## src/rtl/key_codes_pkg.sv

```systemverilog
// Shared PS/2 set-2 scan-code constants, the caps state encoding and the letter table
// used by key_event_filter and letter_lut.
package key_codes_pkg;

    localparam logic [8:0] CAPS_CODE_DEF   = 9'h058;
    localparam logic [8:0] LSHIFT_CODE_DEF = 9'h012;
    localparam logic [8:0] RSHIFT_CODE_DEF = 9'h059;

    localparam int         NUM_LETTERS = 26;
    localparam logic [4:0] LETTER_NONE = 5'd0;

    // Index gi holds the make code of letter 'a'+gi (z is listed first, a last).
    localparam logic [NUM_LETTERS-1:0][7:0] LETTER_CODES = {
        8'h1A, 8'h35, 8'h22, 8'h1D, 8'h2A, 8'h3C, 8'h2C, 8'h1B, 8'h2D, 8'h15,
        8'h4D, 8'h44, 8'h31, 8'h3A, 8'h4B, 8'h42, 8'h3B, 8'h43, 8'h33, 8'h34,
        8'h2B, 8'h24, 8'h23, 8'h21, 8'h32, 8'h1C
    };

    typedef enum logic {
        CAPS_UP   = 1'b0,
        CAPS_DOWN = 1'b1
    } caps_state_t;

endpackage

```

## src/rtl/key_event_filter_letter_lut.sv

```systemverilog
// Combinational map from a 9-bit scan code to {is_letter, idx}; E0-extended codes never match.
module letter_lut
    import key_codes_pkg::*;
(
    input  logic [8:0] code,
    output logic       is_letter,
    output logic [4:0] idx
);

    logic [NUM_LETTERS-1:0] hit;

    genvar gi;
    generate
        for (gi = 0; gi < NUM_LETTERS; gi++) begin : g_cmp
            assign hit[gi] = (code[8] == 1'b0) && (code[7:0] == LETTER_CODES[gi]);
        end
    endgenerate

    // Codes in the table are unique, so at most one hit bit is set.
    always_comb begin
        is_letter = |hit;
        idx       = LETTER_NONE;
        for (int i = 0; i < NUM_LETTERS; i++) begin
            if (hit[i]) idx = 5'(i);
        end
    end

endmodule

```

## src/rtl/key_event_filter.sv

```systemverilog
// Turns raw PS/2 make/break events into caps/letter pulses and a shift level.
// Build option: define LETTER_REPEAT_EN to let typematic repeats of the held letter pulse again.
module key_event_filter
    import key_codes_pkg::*;
#(
    parameter logic [8:0] CAPS_CODE   = CAPS_CODE_DEF,
    parameter logic [8:0] LSHIFT_CODE = LSHIFT_CODE_DEF,
    parameter logic [8:0] RSHIFT_CODE = RSHIFT_CODE_DEF
) (
    input  logic       clk,
    input  logic       rst_n,
    input  logic       key_valid,
    input  logic [8:0] key_code,
    input  logic       key_make,
    output logic       caps_valid,
    output logic       letter_valid,
    output logic [4:0] letter_idx,
    output logic       shift_held
);

    caps_state_t state_reg, state_next;
    logic        caps_valid_reg, caps_valid_next;
    logic        letter_valid_reg, letter_valid_next;
    logic [4:0]  letter_idx_reg, letter_idx_next;
    logic        lshift_dn_reg, lshift_dn_next;
    logic        rshift_dn_reg, rshift_dn_next;
    logic        shift_held_reg;
    logic [7:0]  held_code_reg, held_code_next;
    logic        held_vld_reg, held_vld_next;

    logic        lut_is_letter;
    logic [4:0]  lut_idx;

    letter_lut u_letter_lut (
        .code      (key_code),
        .is_letter (lut_is_letter),
        .idx       (lut_idx)
    );

    // Caps Lock FSM: only the UP->DOWN transition produces a pulse.
    always_comb begin
        state_next      = state_reg;
        caps_valid_next = 1'b0;
        if (key_valid && key_code == CAPS_CODE) begin
            if (key_make) begin
                if (state_reg == CAPS_UP) caps_valid_next = 1'b1;
                state_next = CAPS_DOWN;
            end else begin
                state_next = CAPS_UP;
            end
        end
    end

    always_comb begin
        lshift_dn_next = lshift_dn_reg;
        rshift_dn_next = rshift_dn_reg;
        if (key_valid && key_code == LSHIFT_CODE) lshift_dn_next = key_make;
        if (key_valid && key_code == RSHIFT_CODE) rshift_dn_next = key_make;
    end

    always_comb begin
        letter_valid_next = 1'b0;
        letter_idx_next   = letter_idx_reg;
        held_code_next    = held_code_reg;
        held_vld_next     = held_vld_reg;
        if (key_valid && lut_is_letter) begin
            if (key_make) begin
                if (held_vld_reg && held_code_reg == key_code[7:0]) begin
`ifdef LETTER_REPEAT_EN
                    letter_valid_next = 1'b1;
`else
                    letter_valid_next = 1'b0;
`endif
                end else begin
                    letter_valid_next = 1'b1;
                    letter_idx_next   = lut_idx;
                    held_code_next    = key_code[7:0];
                    held_vld_next     = 1'b1;
                end
            end else if (held_vld_reg && held_code_reg == key_code[7:0]) begin
                held_vld_next = 1'b0;
            end
        end
    end

    always_ff @(posedge clk or negedge rst_n) begin
        if (!rst_n) begin
            state_reg        <= CAPS_UP;
            caps_valid_reg   <= 1'b0;
            letter_valid_reg <= 1'b0;
            letter_idx_reg   <= LETTER_NONE;
            lshift_dn_reg    <= 1'b0;
            rshift_dn_reg    <= 1'b0;
            shift_held_reg   <= 1'b0;
            held_code_reg    <= 8'h00;
            held_vld_reg     <= 1'b0;
        end else begin
            state_reg        <= state_next;
            caps_valid_reg   <= caps_valid_next;
            letter_valid_reg <= letter_valid_next;
            letter_idx_reg   <= letter_idx_next;
            lshift_dn_reg    <= lshift_dn_next;
            rshift_dn_reg    <= rshift_dn_next;
            // Built from the next values so the level follows the event by one cycle.
            shift_held_reg   <= lshift_dn_next | rshift_dn_next;
            held_code_reg    <= held_code_next;
            held_vld_reg     <= held_vld_next;
        end
    end

    assign caps_valid   = caps_valid_reg;
    assign letter_valid = letter_valid_reg;
    assign letter_idx   = letter_idx_reg;
    assign shift_held   = shift_held_reg;

endmodule

```

## config.mk

```make
export PLATFORM = sky130hd
export DESIGN_NAME = key_event_filter
export DESIGN_NICKNAME = d
export VERILOG_FILES = /design/src/rtl/key_codes_pkg.sv /design/src/rtl/key_event_filter_letter_lut.sv /design/src/rtl/key_event_filter.sv
export SDC_FILE = /design/constraint.sdc
export NUM_CORES = 1
export LEC_CHECK = 0
export ABC_AREA = 1
export CAP_MARGIN = 25
export CORE_MARGIN = 8
export CORE_UTILIZATION = 50
export CTS_CLUSTER_DIAMETER = 120
export DETAILED_ROUTE_END_ITERATION = 7
export GPL_TIMING_DRIVEN = 0
export PLACE_DENSITY = 0.74
export RECOVER_POWER = 100
export REMOVE_ABC_BUFFERS = 1
export SETUP_SLACK_MARGIN = 0.05
export SLEW_MARGIN = 20
export SYNTH_ARGS = -nofsm -noshare
export SYNTH_HDL_FRONTEND = slang
export SYNTH_HIERARCHICAL = 1
export SYNTH_SLANG_ARGS = --single-unit
```

## constraint.sdc

```tcl
create_clock -name clk -period 4.27 [get_ports clk]
set_input_delay 1.0675 -clock clk [delete_from_list [all_inputs] [get_ports clk]]
set_output_delay 1.0675 -clock clk [all_outputs]
set_load 0.02 [all_outputs]
```

# ---- Word-level counts from Yosys, hierarchy flattened
# Cells that the tools add are included.
dict set report op_classes {
  n_eq_ne 31
  n_mux 37
  bitwise 3
  n_reduce_logical 35
}
# op count
set op_table {}
lappend op_table {{equality test 8 x 6 -> 1 bit, second input constant} 16}
lappend op_table {{two-way mux 5 bit} 10}
lappend op_table {{equality test 8 x 5 -> 1 bit, second input constant} 5}
lappend op_table {{equality test 8 x 7 -> 1 bit, second input constant} 5}
lappend op_table {{two-way mux 4 bit} 8}
lappend op_table {{logical AND 1 bit} 31}
lappend op_table {{OR reduction 26 bit} 1}
lappend op_table {{equality test 9 x 7 -> 1 bit, second input constant} 2}
lappend op_table {{two-way mux 1 bit} 13}
lappend op_table {{two-way mux 3 bit} 4}
lappend op_table {{equality test 9 x 5 -> 1 bit, second input constant} 1}
lappend op_table {{equality test 8 bit} 1}
lappend op_table {{AND reduction 3 bit} 2}
lappend op_table {{two-way mux 2 bit} 2}
lappend op_table {{!= test 2 bit, second input constant} 1}
lappend op_table {{inverter 1 bit} 2}
lappend op_table {{nonzero test 2 bit} 1}
lappend op_table {{bitwise OR 1 bit} 1}
dict set report word_totals {
  reg_bits 20
  in_bits 13
  output_inout_bits 8
  elab_cells 115
}

# ---- Logic depth before layout (Yosys ltp)
# Gate-level depths: netlist (run 1).
dict set report depth {
  ltp_word 27
  mapped_depth 15
  depth_no_buf 15
}

# ---- Modules after synthesis
# The synthesis (run 1) kept the hierarchy.
# mod n_inst cells_each area_per_inst_um2
set modules_own_cells {}
lappend modules_own_cells {key_event_filter 1 129 1004.7}
lappend modules_own_cells {letter_lut 1 107 541.8}

# ---- Worst setup path after synthesis (run 1)
# No wires, ideal clock.
dict set report synth_path {
  path_kind {input-to-reg}
  startpoint {in key_code[8]}
  endpoint {reg held_code_reg[3]}
  t_arrival_ns 2.298
  setup_slack_ns 1.848
  stages 14
  path_cell_list {buf_4 nor3_4 inv_2 nor2_2 inv_1 nand2_1 nor2_1 nand2_1 nor3_2 nand2_1 nand3_2 buf_2 nand2_1 o21ai_1}
}
dict set report synth_between {
  elab_chain_len 5
  elab_cells_between_ends 30
  classes_between {bitwise (1); reduce/logical (29)}
}
# item line_no
set synth_rtl {}
lappend synth_rtl {{from (decl)} key_event_filter.sv:13} ;# input logic [8:0] key_code,
lappend synth_rtl {{inverter 1 bit *} key_event_filter_letter_lut.sv:15} ;# assign hit[gi] = (code[8] == 1'b0) && (code[7:0] == LETTER_CODES[gi]);
lappend synth_rtl {{logical AND 1 bit} key_event_filter_letter_lut.sv:15}
lappend synth_rtl {{OR reduction 26 bit *} key_event_filter_letter_lut.sv:21} ;# is_letter = |hit;
lappend synth_rtl {{via lut_is_letter} key_event_filter.sv:31} ;# logic lut_is_letter;
lappend synth_rtl {{logical AND 1 bit *} key_event_filter.sv:66} ;# if (key_valid && lut_is_letter) begin
lappend synth_rtl {{AND reduction 3 bit (no source line) *} -}
lappend synth_rtl {{to (signal assigned)} key_event_filter.sv:106} ;# held_code_reg <= held_code_next;
lappend synth_rtl {{to (decl)} key_event_filter.sv:28} ;# logic [7:0] held_code_reg, held_code_next;
# The timed path passes the listed nets; every way through them passes the cells marked *.
# A chain may end at the register's enable or synchronous reset.

# ---- Worst setup path in the final report (run 1)
dict set report layout_path {
  startpoint {in key_code[8]}
  endpoint {reg letter_idx_reg[3], in the netlist letter_idx[3]}
}
dict set report layout_between {
  elab_cells_between_ends 48
  classes_between {mux (18); bitwise (1); reduce/logical (29)}
}
# item line_no
set layout_rtl {}
lappend layout_rtl {{inverter 1 bit *} key_event_filter_letter_lut.sv:15}
lappend layout_rtl {{logical AND 1 bit} key_event_filter_letter_lut.sv:15}
lappend layout_rtl {{OR reduction 26 bit *} key_event_filter_letter_lut.sv:21}
lappend layout_rtl {{via lut_is_letter} key_event_filter.sv:31}
lappend layout_rtl {{logical AND 1 bit *} key_event_filter.sv:66}
lappend layout_rtl {{AND reduction 3 bit (no source line) *} -}
lappend layout_rtl {{to (signal assigned)} key_event_filter.sv:101} ;# letter_idx_reg <= letter_idx_next;
lappend layout_rtl {{to (decl)} key_event_filter.sv:24} ;# logic [4:0] letter_idx_reg, letter_idx_next;
# Marks and branches as above.

==> reports/qor.csv, run 1 <==
stage,metric,value,unit
global_routing,grt_pass1_vias,1500,
pwr,ir_drop,0.143,mV
global_routing,antenna_found_initial,0,
setup_path,critPathLaunchType,input pin,
synth,synth.area.top_cells,"dfrtp_1 (32%), nand2_1 (15%), inv_1 (6.8%), nor2_1 (6.3%), nand3_1 (3.9%)",
clock_tree,clk_pin_slew,0.12,ns
timing,slew_headroom,0.435,
detailed_routing,routedWlPerCell,12.7,um
setup_path,rr_worst_depth,9,
timing,rsz0062_at_grt,no,
detailed_routing,dr.pass1.iters,4,
setup_path,end_kind,flop,
pwr,power.leakage,0.938,nW
global_routing,grt_usage,0.158,
timing,worstMarginPinSlew,0.848,ns
final_layout,largest_reg_flops,8,
timing,period_share,0.834,
clock_tree,clock_sinks,20,
setup_path,crit_required,4.47,ns
die,io_pins,21,
timing,setup_viol,0,
timing,hold_viol,0,
synth,yosys_warnings,6,
final_layout,layout-area-overhead-vs-synth,16.8,%
setup_path,criticalPathCategory,in -> reg,
detailed_routing,drc_errors,0,
detailed_routing,ant_nets,0,
final_layout,num_antenna_cells,0,
clock_tree,ctsHoldBuffers,0,
clock_tree,post-cts-setup-buffers,0,
clock_tree,cts_root_buf,clkbuf_4,
detailed_routing,vias,1513,
synth,syn_area,1550,um^2
setup_path,critPathMaxStageDelay,0.83,ns
detailed_routing,drtIter0Drc,98,
placed_design,place_congestion,0.907,
placed_design,dp_hpwl,2.96,mm
setup_path,cp.arrival,3.76,ns
clock_tree,cts.path.max_buffers,2,
setup_path,crit_slowest_cell,dlygate4sd3_1,
timing,slew_violations,0,
run,cap_violations,0,
timing,fin_crit,3.56,ns
worst_hold_path,whs_path_depth,1,
setup_path,path_common_cell,nand2_1,
setup_path,rrSetupSlack,2.37,ns
detailed_routing,top_layer_used,met4,
final_layout,final_common_cell,nand2_1,
synth,synth.avg_cell_area,6.55,um^2
die,core_area,3000,um^2
pwr,power_density,272,nW/um^2
detailed_routing,wl_met1,1.76,mm
final_layout,drive_above_1_share,0.151,
clock_tree,cts_tree,yes,
synth,netlist_instances,236,
synth,synthArstFlopShare,1.00,
timing,finalSetupTns,0,ns
die,die_y,71.6,um
synth,yosysSeqAreaShare,0.324,
global_routing,grt_max_degree,22,
detailed_routing,wl_met2,1.82,mm
setup_path,worstPathMaxFanout,21,
status,status,"complete, no violations",
placed_design,portBuffers,20,
synth,synth_edf_count,0,
detailed_routing,routed_via_density,5.20,
detailed_routing,wl_met3,98,um
timing,fmax,0.281,GHz
global_routing,grt_overflow_total,0,
clock_tree,htreeDepth,1,
final_layout,fin_area,1810,um^2
die,start_util,0.515,
die,num_rows,20,
synth,synth_ff_type,dfrtp_1,
die,die-area,5130,um^2
synth,yosysTopAreaCell,dfrtp_1,
detailed_routing,wirelength,3.70,mm
clock_tree,cts_made_buffers,3,
worst_hold_path,hold_class,reg -> reg,
die,die_w,71.6,um
timing,skew,0.00204,ns
clock_tree,cts_resized,0,
placed_design,dpl-instance-area,1770,um^2
final_layout,final_cell_mix,"nand2_1 (64), inv_1 (30), nor2_1 (27)",
final_layout,layout.nets,273,
clock_tree,clk_latency,0.30,ns
setup_path,crit_path_cell_trace,dlygate4sd3_1 -> inv_1 -> nand4_1 -> nand2_1 -> nor3_1 -> nand2_1 -> nor3_1 -> nand2_1 -> nand3_2 -> inv_1 -> nand2_1 -> nand2_1,
synth,synth-seq-cells,20,
synth,synth_top_area_frac,0.324,
global_routing,grt_pass1_wl,6.62,mm
synth,synth.distinct_cells,28,
Yosys cell counts, types with 6 or more instances:
library cell,number
inv_1,28
o21ai_1,9
dfrtp_1,20
nor2_1,26
nor2_2,6
inv_2,16
nand2_2,7
o21ai_0,7
nor3_2,6
nand2_1,63
nor3_1,7
nand4_1,7
nand3_1,12
worst paths after layout:
| path | from | to |
|---|---|---|
| hold / removal | state_reg | caps_valid |
| min in group asynchronous | rst_n | held_code_reg[3] |
| setup reg to reg | held_code_reg[0] | letter_idx[3] |
| max in group asynchronous | rst_n | held_code_reg[4] |
| hold reg to reg | state_reg | caps_valid |
| setup / recovery | key_code[8] | letter_idx[3] |
where the power goes:
group	switching (mW)	internal, mW	total [mW]
Sequential	0.0171	0.214	0.231
Combinational	0.0634	0.0415	0.105
Clock	0.0599	0.0948	0.155
Total	0.140	0.351	0.491
final cells by class:
class / count / area, um^2
Clock inverter: 1 / 30.0
Inverter: 44 / 165
Tap cell: 33 / 41.3
Fill cell: 301 / 1200
Multi-Input combinational cell: 169 / 843
Sequential cell: 20 / 500
Timing Repair Buffer: 21 / 204
Clock buffer: 3 / 22.5
metal layers:
layer / track usage / vias to the layer above
li1: - / 788
met1: 0.200 / 694
met2: 0.272 / 29
met3: 0.0153 / 2
met4: 0.0476 / 0
met5: 0 / -
cell families (layout without fill, tap and decap cells):
group | after synthesis | in the layout | share of synthesized area
buffers and inverters | 47 | 69 | 0.118
AO/OA/AOI/OAI | 20 | 20 | 0.0712
flip-flops | 20 | 20 | 0.324
XOR/XNOR | 2 | 2 | 0.0113
adder cells (fa/ha/maj) | 1 | 1 | 0.00809
AND/OR/NAND/NOR | 146 | 146 | 0.468
metrics by stage:
stage | instances | total power, mW | hold WS (ns) | utilization | setup WS (ns)
after floorplan | 233 | 0.299 | 0.403 | - | 1.75
after global placement | 286 | 0.340 | 0.422 | 0.590 | 0.643
final | 291 | 0.491 | 0.444 | 0.602 | 0.711
after CTS | 290 | 0.497 | 0.448 | 0.607 | 0.940
after global routing | 291 | 0.522 | 0.491 | 0.602 | 0.369
after detailed placement | 286 | 0.342 | 0.430 | 0.590 | 0.622
critical path: cells and delay by family:
kind | cells | cell delay, ns
and+or+nand+nor | 9 | 1.41
buffers and inverters | 3 | 1.29
Note: power is estimated with default switching activity, not from simulation.
==> run 2: changes to the inputs <==
Settings changed: CORE_UTILIZATION 50 to 49, PLACE_DENSITY 0.74 to 0.75.
Clock period 4.27 ns to 3.1 ns, I/O delays scaled along.
==> reports/qor.csv, run 2 (same netlist as run 1, synthesis figures left out) <==
stage,metric,value,unit,change
clock_tree,cts_root_buf,clkbuf_4,,
timing,worst_slack,0.266,ns,-0.445 ns
final_layout,instances_no_fill,301,,+3.4%
clock_tree,ctsHoldBuffers,0,,unchanged
timing,period_share,0.914,,
final_layout,layout.nets,272,,-0.37%
final_layout,layout-area-overhead-vs-synth,18.6,%,
die,die-area,5210,um^2,+1.6%
timing,setup_viol,0,,unchanged
pwr,power.leakage,0.944,nW,+0.58%
timing,slew_headroom,0.394,,-0.0406
setup_path,end_kind,flop,,
final_layout,multiInputGateArea,858,um^2,+1.8%
timing,slew_violations,0,,unchanged
timing,hold_viol,0,,unchanged
timing,rsz0062_at_grt,no,,
final_layout,fin_util,0.606,,+0.00412
setup_path,critPathMaxStageDelay,0.68,ns,-0.15 ns
die,die_y,72.2,um,+0.79%
detailed_routing,dr.pass1.iters,4,,unchanged
detailed_routing,drc_errors,0,,unchanged
detailed_routing,wirelength,3.74,mm,+1.0%
setup_path,critical_path.startpoint,key_code[6],,
placed_design,portBuffers,20,,unchanged
timing,fmax,0.353,GHz,
timing,fin_crit,2.83,ns,
clock_tree,clk_pin_slew,0.12,ns,about the same
clock_tree,clk_latency,0.32,ns,+0.02 ns
setup_path,critPathLaunchType,input pin,,
detailed_routing,ant_nets,0,,unchanged
clock_tree,cts_made_buffers,3,,unchanged
worst_hold_path,hold_class,reg -> reg,,
timing,skew,0.0108,ns,+0.00874 ns
die,io_pins,21,,unchanged
timing,finalSetupTns,0,ns,unchanged
detailed_routing,routedWlPerCell,12.4,um,-2.3%
clock_tree,clock_sinks,20,,unchanged
setup_path,criticalPathCategory,in -> reg,,
die,core_area,3030,um^2,+0.83%
clock_tree,cts.path.max_buffers,2,,unchanged
detailed_routing,vias,1527,,+0.93%
setup_path,worstPathMaxFanout,21,,unchanged
timing,worstMarginPinSlew,0.906,ns,+0.0579 ns
placed_design,place_ws,-0.248,ns,-0.870 ns
placed_design,dp_hpwl,2.99,mm,+1.0%
setup_path,cp.arrival,3.09,ns,-0.67 ns
setup_path,crit_required,3.36,ns,-1.11 ns
setup_path,crit_slowest_cell,clkdlybuf4s50_1,,
setup_path,timing.critical_path.buf_inv,2,,-1
global_routing,antenna_found_initial,0,,unchanged
pwr,ir_drop,0.184,mV,+28%
die,start_util,0.511,,-0.00426
die,die_w,72.2,um,+0.79%
placed_design,place_congestion,0.907,,about the same
setup_path,crit_path_cell_trace,clkdlybuf4s50_1 -> nand3_1 -> nor3_1 -> nor3_2 -> nand2_1 -> nor3_1 -> nand2_1 -> nand3_4 -> inv_2 -> nand2_1 -> nand2_1,,
detailed_routing,routed_via_density,5.07,,-2.4%
global_routing,grt_overflow_total,0,,unchanged
setup_path,r2r_start,held_code_reg[5],,
run,cap_violations,0,,unchanged
final_layout,nFillCells,299,,-0.66%
global_routing,grt_pass1_vias,1426,,-4.9%
final_layout,seq_area,500,um^2,unchanged
final_layout,drive_above_1_share,0.167,,+0.0162
global_routing,grt_max_degree,22,,unchanged
final_layout,final_common_cell,nand2_1,,
worst_hold_path,min-delay-start,state_reg,,
global_routing,grt_usage,0.150,,-0.00715
status,status,"complete, no violations",,
pwr,power_density,373,nW/um^2,+37%
clock_tree,cts_tree,yes,,
setup_path,crit_family,simple AND/OR/NAND/NOR gates,,
die,num_rows,20,,unchanged
global_routing,grt_pass1_wl,6.28,mm,-5.1%
final_layout,num_antenna_cells,0,,unchanged
placed_design,dp_cells,297,,+3.8%
detailed_routing,drtIter0Drc,97,,-1.0%
setup_path,path_common_cell,nand2_1,,
final_layout,final_cell_mix,"nand2_1 (64), inv_1 (28), nor2_1 (26)",,
final_layout,largest_reg_flops,8,,unchanged
clock_tree,htreeDepth,1,,unchanged
run 2: cell count changes in the layout (fill, tap and decap cells not counted), sizes merged:
| cell | previous run | this run |
|---|---|---|
| clkbuf | 4 | 3 |
| dlymetal6s2s | 0 | 1 |
| dlygate4sd3 | 10 | 9 |
run 2: worst register-to-register path, cell delays in order (launching register included):
cell and delay (ns):
dfrtp_1 0.37, inv_1 0.06, nand2_1 0.05, o21ai_0 0.08
nor3_1 0.18, nand3_1 0.12, ha_1 0.23, nand3_4 0.21
inv_2 0.11, nand2_1 0.07, nand2_1 0.05
run 2: report_power, final:
group | internal (mW) | switching (mW)
clock | 0.131 | 0.0899
combinational | 0.0570 | 0.0890
sequential | 0.295 | 0.0229
run 2: layer usage:
| layer | global-route usage | vias to the layer above | share of wire |
|---|---|---|---|
| met3 | 0.0124 | 10 | 0.043 |
| met1 | 0.186 | 691 | 0.44 |
| li1 | - | 784 | - |
| met5 | 0 | - | 0 |
| met4 | 0.0839 | 0 | 0.025 |
| met2 | 0.251 | 42 | 0.49 |
run 2: final timing paths:
check                                    to  slack, ns  cells after the start
setup / recovery           held_code_reg[4]       0.27                     11
hold / removal                   caps_valid       0.44                      1
setup reg to reg           held_code_reg[4]       1.46                     10
hold reg to reg                  caps_valid       0.44                      1
max in group asynchronous      letter_valid       1.52                      1
min in group asynchronous  held_code_reg[2]       1.01                      1
run 2: layout make-up:
class,instances,area share
Tap cell,44,0.0300
Clock buffer,3,0.0123
Sequential cell,20,0.273
Timing Repair Buffer,20,0.111
Clock inverter,1,0.0164
Inverter,44,0.0900
Multi-Input combinational cell,169,0.468
run 2: stage by stage:
step / hold WS [ns] / power, mW / cell area [um^2]
floorplan: 0.403 / 0.412 / 1530
global placement: 0.422 / 0.468 / 1780
detailed placement: 0.421 / 0.472 / 1780
CTS: 0.439 / 0.692 / 1840
global route: 0.468 / 0.719 / 1830
finish: 0.435 / 0.685 / 1830
run 2: timing repair:
item                       4_1_cts  5_1_grt
setup endpoints to repair        0       14
setup buffers                    0        0
gates resized for setup          0        2
